==> src/rtl/interrupt_pkg.sv <==
// Shared definitions for the interrupt entry/return handlers: RTI sequencer
// states, injected instruction encodings and stack word ordering.
package interrupt_pkg;

    typedef enum logic [2:0] {
        IDLE,
        BUBBLE,
        POP_FLAGS,
        POP_PC_HI,
        POP_PC_LO,
        WAIT_MEM,
        REDIRECT
    } rti_state_t;

    localparam logic [15:0] BUBBLE_INSTR    = 16'h07F8;
    localparam logic [15:0] POP_FLAGS_INSTR = 16'hF500;
    localparam logic [15:0] POP_PC_HI_INSTR = 16'hF580;
    localparam logic [15:0] POP_PC_LO_INSTR = 16'hF5C0;

    // Entry handler pushes PC low first and flags last; pops see the reverse.
    localparam logic [1:0] STACK_WORDS    = 2'd3;
    localparam logic [1:0] PUSH_IDX_PC_LO = 2'd0;
    localparam logic [1:0] PUSH_IDX_PC_HI = 2'd1;
    localparam logic [1:0] PUSH_IDX_FLAGS = 2'd2;
    localparam logic [1:0] POP_IDX_FLAGS  = STACK_WORDS - 2'd1 - PUSH_IDX_FLAGS;
    localparam logic [1:0] POP_IDX_PC_HI  = STACK_WORDS - 2'd1 - PUSH_IDX_PC_HI;
    localparam logic [1:0] POP_IDX_PC_LO  = STACK_WORDS - 2'd1 - PUSH_IDX_PC_LO;

    function automatic logic [15:0] injectFor(rti_state_t s);
        case (s)
            POP_FLAGS: return POP_FLAGS_INSTR;
            POP_PC_HI: return POP_PC_HI_INSTR;
            POP_PC_LO: return POP_PC_LO_INSTR;
            default:   return BUBBLE_INSTR;
        endcase
    endfunction

    function automatic logic isInjectState(rti_state_t s);
        return s inside {BUBBLE, POP_FLAGS, POP_PC_HI, POP_PC_LO};
    endfunction

endpackage

==> src/rtl/rti_return_handler_if.sv <==
// Decode/memory-side signal bundle of the RTI return sequencer.
interface rti_return_handler_if #(
    parameter int unsigned PC_WIDTH   = 32,
    parameter int unsigned FLAG_WIDTH = 3
);
    logic                  rtiDetected;
    logic                  memPopValid;
    logic [15:0]           memPopData;
    logic                  rtiBusy;
    logic                  stallFetch;
    logic                  rtiInstructionValid;
    logic [15:0]           rtiInstruction;
    logic                  returnRaisedToFetch;
    logic [PC_WIDTH-1:0]   returnPc;
    logic                  flagsRestoreValid;
    logic [FLAG_WIDTH-1:0] restoredFlags;
    logic                  rtiError;

    modport master (
        input  rtiDetected, memPopValid, memPopData,
        output rtiBusy, stallFetch, rtiInstructionValid, rtiInstruction,
               returnRaisedToFetch, returnPc, flagsRestoreValid, restoredFlags, rtiError
    );

    modport slave (
        output rtiDetected, memPopValid, memPopData,
        input  rtiBusy, stallFetch, rtiInstructionValid, rtiInstruction,
               returnRaisedToFetch, returnPc, flagsRestoreValid, restoredFlags, rtiError
    );
endinterface

==> src/rtl/rti_return_handler_collector.sv <==
// Pop counter and capture registers for the three stack words returned
// during an RTI sequence (flags, PC high, PC low).
module rti_pop_collector
    import interrupt_pkg::*;
#(
    parameter int unsigned FLAG_WIDTH = 3
) (
    input  logic                  clk,
    input  logic                  rst,
    input  logic                  clear,
    input  logic                  accept,
    input  logic [15:0]           popData,
    output logic [FLAG_WIDTH-1:0] flags,
    output logic [15:0]           pcHi,
    output logic [15:0]           pcLo,
    output logic                  done
);
    logic [1:0] popCount;
    logic       take;

    assign take = accept && (popCount != STACK_WORDS);
    // A capture arriving this cycle already completes the set.
    assign done = (popCount == STACK_WORDS) || (take && popCount == STACK_WORDS - 2'd1);

    always_ff @(posedge clk) begin
        if (rst) begin
            popCount <= '0;
            flags    <= '0;
            pcHi     <= '0;
            pcLo     <= '0;
        end else if (clear) begin
            popCount <= '0;
        end else if (take) begin
            case (popCount)
                POP_IDX_FLAGS: flags <= popData[FLAG_WIDTH-1:0];
                POP_IDX_PC_HI: pcHi  <= popData;
                POP_IDX_PC_LO: pcLo  <= popData;
                default: ;
            endcase
            popCount <= popCount + 2'd1;
        end
    end
endmodule

==> src/rtl/rti_return_handler.sv <==
// Return-from-interrupt sequencer: injects bubble + three POPs, collects the
// popped words and redirects fetch. Optional WAIT_MEM timeout: RTI_TIMEOUT_EN.
module rti_return_handler
    import interrupt_pkg::*;
#(
    parameter int unsigned PC_WIDTH   = 32,
    parameter int unsigned FLAG_WIDTH = 3,
    parameter int unsigned WAIT_LIMIT = 15
) (
    input logic               clk,
    input logic               rst,
    rti_return_handler_if.master bus
);
    rti_state_t            state, nextState;
    logic                  busyR, instrValidR, redirectR;
    logic [15:0]           instrR;
    logic                  accept, clear, done, timeoutHit;
    logic [FLAG_WIDTH-1:0] capFlags;
    logic [15:0]           capPcHi, capPcLo;

    assign accept = bus.memPopValid && (state inside {POP_PC_HI, POP_PC_LO, WAIT_MEM});
    assign clear  = (state == IDLE);

    rti_pop_collector #(.FLAG_WIDTH(FLAG_WIDTH)) collector (
        .clk     (clk),
        .rst     (rst),
        .clear   (clear),
        .accept  (accept),
        .popData (bus.memPopData),
        .flags   (capFlags),
        .pcHi    (capPcHi),
        .pcLo    (capPcLo),
        .done    (done)
    );

`ifdef RTI_TIMEOUT_EN
    localparam int unsigned WAIT_CNT_W = $clog2(WAIT_LIMIT + 1);
    logic [WAIT_CNT_W-1:0] waitCnt;
    logic                  errorR;

    assign timeoutHit = (state == WAIT_MEM) && !done
                        && (waitCnt == WAIT_CNT_W'(WAIT_LIMIT - 1));

    always_ff @(posedge clk) begin
        if (rst) begin
            waitCnt <= '0;
            errorR  <= 1'b0;
        end else begin
            waitCnt <= (state == WAIT_MEM) ? waitCnt + 1'b1 : '0;
            errorR  <= timeoutHit;
        end
    end

    assign bus.rtiError = errorR;
`else
    assign timeoutHit   = 1'b0;
    assign bus.rtiError = 1'b0;
`endif

    always_comb begin
        nextState = state;
        case (state)
            IDLE:      if (bus.rtiDetected) nextState = BUBBLE;
            BUBBLE:    nextState = POP_FLAGS;
            POP_FLAGS: nextState = POP_PC_HI;
            POP_PC_HI: nextState = POP_PC_LO;
            POP_PC_LO: nextState = WAIT_MEM;
            WAIT_MEM: begin
                if (done)            nextState = REDIRECT;
                else if (timeoutHit) nextState = IDLE;
            end
            REDIRECT:  nextState = IDLE;
            default:   nextState = IDLE;
        endcase
    end

    // Outputs are registered from the next state so they line up with it.
    always_ff @(posedge clk) begin
        if (rst) begin
            state       <= IDLE;
            busyR       <= 1'b0;
            instrValidR <= 1'b0;
            instrR      <= '0;
            redirectR   <= 1'b0;
        end else begin
            state       <= nextState;
            busyR       <= (nextState != IDLE);
            instrValidR <= isInjectState(nextState);
            instrR      <= injectFor(nextState);
            redirectR   <= (nextState == REDIRECT);
        end
    end

    assign bus.rtiBusy             = busyR;
    assign bus.stallFetch          = busyR;
    assign bus.rtiInstructionValid = instrValidR;
    assign bus.rtiInstruction      = instrR;
    assign bus.returnRaisedToFetch = redirectR;
    assign bus.flagsRestoreValid   = redirectR;
    assign bus.returnPc            = PC_WIDTH'({capPcHi, capPcLo});
    assign bus.restoredFlags       = capFlags;
endmodule

==> src/flat_wrapper.sv <==
// flat-port wrapper written by rule: the top's interface ports become plain ports
module rti_return_handler_flat import interrupt_pkg::*;
#(
    parameter int unsigned PC_WIDTH   = 32,
    parameter int unsigned FLAG_WIDTH = 3,
    parameter int unsigned WAIT_LIMIT = 15
)
  (clk, rst, bus_rtiDetected, bus_memPopValid, bus_memPopData, bus_rtiBusy, bus_stallFetch, bus_rtiInstructionValid, bus_rtiInstruction, bus_returnRaisedToFetch, bus_returnPc, bus_flagsRestoreValid, bus_restoredFlags, bus_rtiError);
  rti_return_handler_if #(.PC_WIDTH(PC_WIDTH), .FLAG_WIDTH(FLAG_WIDTH)) bus_i ();
  input logic clk;
  input logic rst;
  input wire logic [$bits(bus_i.rtiDetected)-1:0] bus_rtiDetected;
  input wire logic [$bits(bus_i.memPopValid)-1:0] bus_memPopValid;
  input wire logic [$bits(bus_i.memPopData)-1:0] bus_memPopData;
  output wire logic [$bits(bus_i.rtiBusy)-1:0] bus_rtiBusy;
  output wire logic [$bits(bus_i.stallFetch)-1:0] bus_stallFetch;
  output wire logic [$bits(bus_i.rtiInstructionValid)-1:0] bus_rtiInstructionValid;
  output wire logic [$bits(bus_i.rtiInstruction)-1:0] bus_rtiInstruction;
  output wire logic [$bits(bus_i.returnRaisedToFetch)-1:0] bus_returnRaisedToFetch;
  output wire logic [$bits(bus_i.returnPc)-1:0] bus_returnPc;
  output wire logic [$bits(bus_i.flagsRestoreValid)-1:0] bus_flagsRestoreValid;
  output wire logic [$bits(bus_i.restoredFlags)-1:0] bus_restoredFlags;
  output wire logic [$bits(bus_i.rtiError)-1:0] bus_rtiError;
  assign bus_i.rtiDetected = bus_rtiDetected;
  assign bus_i.memPopValid = bus_memPopValid;
  assign bus_i.memPopData = bus_memPopData;
  assign bus_rtiBusy = bus_i.rtiBusy;
  assign bus_stallFetch = bus_i.stallFetch;
  assign bus_rtiInstructionValid = bus_i.rtiInstructionValid;
  assign bus_rtiInstruction = bus_i.rtiInstruction;
  assign bus_returnRaisedToFetch = bus_i.returnRaisedToFetch;
  assign bus_returnPc = bus_i.returnPc;
  assign bus_flagsRestoreValid = bus_i.flagsRestoreValid;
  assign bus_restoredFlags = bus_i.restoredFlags;
  assign bus_rtiError = bus_i.rtiError;
  rti_return_handler #(.PC_WIDTH(PC_WIDTH), .FLAG_WIDTH(FLAG_WIDTH), .WAIT_LIMIT(WAIT_LIMIT)) u_core (.clk(clk), .rst(rst), .bus(bus_i));
endmodule
==> config.mk <==
export PLATFORM = sky130hd
export DESIGN_NAME = rti_return_handler_flat
export DESIGN_NICKNAME = d
export VERILOG_FILES = /design/src/rtl/interrupt_pkg.sv /design/src/rtl/rti_return_handler_if.sv /design/src/rtl/rti_return_handler_collector.sv /design/src/rtl/rti_return_handler.sv /design/src/flat_wrapper.sv
export SDC_FILE = /design/constraint.sdc
export NUM_CORES = 1
export LEC_CHECK = 0
export BUFFER_PORTS_ARGS = -buffer_cell sky130_fd_sc_hd__buf_2
export CAP_MARGIN = 15
export CELL_PAD_IN_SITES_DETAIL_PLACEMENT = 0
export CELL_PAD_IN_SITES_GLOBAL_PLACEMENT = 1
export CORE_ASPECT_RATIO = 1.4
export CORE_MARGIN = 1
export CORE_UTILIZATION = 30
export DETAILED_ROUTE_END_ITERATION = 12
export GPL_ROUTABILITY_DRIVEN = 1
export PLACE_DENSITY = 0.65
export SLEW_MARGIN = 30
export SYNTH_ARGS = -nofsm -noshare
export SYNTH_HDL_FRONTEND = slang
export SYNTH_SLANG_ARGS = --single-unit
==> constraint.sdc <==
create_clock -name clk -period 1.7 [get_ports clk]
set_clock_uncertainty 0.05 [all_clocks]
set_input_delay 0.34 -clock clk [delete_from_list [all_inputs] [get_ports clk]]
set_output_delay 0.34 -clock clk [all_outputs]
set_load 0.005 [all_outputs]
==> metrics.yaml <==
setup_path:
  worst_ep_arrival_time_ns: 1.75
  rr_startpoint: "u_core.collector.popCount[0]"
  cp-startpoint: "u_core.collector.popCount[0]"
  start_kind: "register"
  cp-end-kind: "register"
  crit_required_ns: 1.87
  crit_fanout: 8
  timing_worst_setup_path_type: "register to register"
power:
  vdd.ir_drop.worst_mv: 0.316
  leakage_nw: 1.30
  switching_share: 0.247
  p_clk_frac: 0.331
  power.density_mw_per_mm2: 829
  seq_power_share: 0.561
  p_switching_w: 0.000521
  p_comb_frac: 0.108
  power.internal_w: 0.00159
layout:
  area_growth_pct: 23.9
  final_nets: 299
  n_antenna_cell: 0
  layout_commonest_cell: "buf_2"
  mostFrequentLayoutCells: "buf_2, nand2_1, dfxtp_1"
  layout-drive-gt1-share: 0.351
hold_path:
  hold_path.class: "input port to register"
  hp-start: "bus_memPopData[10]"
global_route:
  grt_pass1_vias: 1493
  track_usage: 0.124
  grt_start_max_net_pins: 31
  grt_remaining_overflow: 0
  grt_pass1_wl_mm: 7.07
  antenna_found_initial: 0
place:
  preCtsSetupSlack_ns: 0.0815
  portBuffers: 71
  globalplace.congestion: 0.764
  place_hpwl_mm: 3.03
timing:
  post-route-min-period_ns: 1.58
  clock.fmax_mhz: 634
  drv_slew: 0
  setup_viol: 0
  rsz0062_at_grt: "false"
  setup_tns_ns: 0
  holdWs_ns: 0.259
  worst_slack_ns: 0.122
  finalHoldViolCount: 0
  post-route-period-util: 0.928
drt:
  antenna_left: 0
  routed_via_density: 4.22
  via_count: 1554
  drc: 0
  routedWlPerCell_microns: 11.3
  routed_wl_mm: 4.14
  drtIter0Drc: 71
  drt_first_pass_iters: 4
clock_network:
  cts.sinks: 48
  clk_latency_ns: 0.29
  cts-root-buf: "clkbuf_8"
  cts-resized-gates: 0
  cts_tree: "built"
  cts-htree-levels: 2
  clk_pin_slew_ns: 0.09
  numCtsBuffers: 5
  cts_setup_buffers: 0
  clockBufferDepth: 2
  ctsHoldBuffers: 0
floorplan:
  row_count: 35
  core_sq_mm: 0.00661
  start_util: 0.311
  die_area_sq_mm: 0.00719
  dieWidth_microns: 72.0
  io-pin-count: 77
  die_h_microns: 99.9
logic_synthesis:
  synthCells: 211
  synth_top_area_frac: 0.467
  avgSynthCellArea_sq_um: 9.74
  synth.top_cells.by_area: "dfxtp_1, mux2i_1, nand2_1, buf_4, ha_1"
  ys_seq_area_frac: 0.467
  synth_seq_cells: 48
  synth_cell_type_count: 32
  syn-cell-area_sq_mm: 0.00206
  synth_top_area_cell: "dfxtp_1"
  ys_warn_count: 0
run_status:
  status: "complete, no violations"
run:
  drv_cap: 0
per-layer routing:
layer  vias up  GRT usage  wire, microns  part of all wire
met5         -          0              0                 0
met4         0     0.0452             75             0.018
li1        804          -              -                 -
met1       702      0.150           1830              0.44
met3         5     0.0301            177             0.043
met2        43      0.210           2060              0.50
power by group through the flow:
| stage | Clock [W] | Sequential, W | Combinational, W |
|---|---|---|---|
| global placement | 0 | 0.00121 | 0.000231 |
| floorplan | 0 | 0.00120 | 0.000185 |
| detailed placement | 0 | 0.00121 | 0.000229 |
| global route | 0.000774 | 0.00119 | 0.000262 |
| finish | 0.000698 | 0.00118 | 0.000228 |
| CTS | 0.000732 | 0.00119 | 0.000230 |
per-stage QoR:
step / util / power, W / cell area (sq um) / cells
6_report: 0.385 / 0.00211 / 2550 / 368
5_1_grt: 0.385 / 0.00223 / 2550 / 368
4_1_cts: 0.383 / 0.00215 / 2530 / 368
3_5_place_dp: 0.369 / 0.00144 / 2440 / 360
3_3_place_gp: 0.369 / 0.00144 / 2440 / 360
2_1_floorplan: - / 0.00139 / 2070 / 215
synthesized netlist by cell type:
| cell | n |
|---|---|
| a211o_1 | 1 |
| a21boi_1 | 2 |
| a21oi_1 | 6 |
| a31o_2 | 1 |
| and2b_1 | 1 |
| and3b_1 | 3 |
| buf_2 | 2 |
| buf_4 | 15 |
| buf_6 | 2 |
| clkbuf_1 | 7 |
| conb_1 | 1 |
| dfxtp_1 | 48 |
| ha_1 | 4 |
| inv_1 | 3 |
| inv_2 | 1 |
| mux2_2 | 2 |
| mux2i_1 | 35 |
| nand2_1 | 51 |
| nand2b_1 | 1 |
| nand2b_2 | 1 |
| nand3b_1 | 1 |
| nand3b_4 | 1 |
| nor2_1 | 6 |
| nor3_1 | 6 |
| nor3_2 | 1 |
| nor3b_1 | 1 |
| nor4b_1 | 2 |
| o21a_1 | 1 |
| o21ai_4 | 2 |
| o41ai_1 | 1 |
| or3_1 | 1 |
| xnor2_1 | 1 |
final timing paths:
path,depth (start not counted),slack [ns],endpoint
worst max-delay path,5,0.12,u_core.collector.pcHi[0]
worst min-delay path,3,0.26,u_core.collector.pcHi[10]
worst max register to register,5,0.12,u_core.collector.pcHi[0]
worst min register to register,2,0.41,u_core.collector.pcHi[3]
sequential cells by signal (all words and copies together), names as in the netlist:
signal,cells
u_core.bus.flagsRestoreValid,1
u_core.bus.rtiBusy,1
u_core.bus.rtiInstruction,5
u_core.bus.rtiInstructionValid,1
u_core.collector.flags,3
u_core.collector.pcHi,16
u_core.collector.pcLo,16
u_core.collector.popCount,2
u_core.state,3
final cells by class:
| class | count | area, sq um |
|---|---|---|
| fill | 688 | 4070 |
| sequential | 48 | 961 |
| multi-input combinational | 137 | 927 |
| timing repair buffer | 79 | 435 |
| tap | 92 | 115 |
| clock buffer | 6 | 82.6 |
| inverter | 4 | 15.0 |
| clock inverter | 2 | 10.0 |
critical path, cell delays in order, from the launching register on:
cell and delay, ns:
dfxtp_1 0.35, ha_1 0.25, and3b_1 0.28, a21boi_1 0.21
buf_6 0.19, mux2i_1 0.19
logic make-up after synthesis:
group | synth area share
adder cells (fa/ha/maj) | 0.0243
AO/OA/AOI/OAI | 0.0542
multiplexers | 0.181
AND/OR/NAND/NOR | 0.176
buffers and inverters | 0.0907
other | 0.00182
XOR/XNOR | 0.00426
flip-flops | 0.467
(Power assumes the default switching activity.)
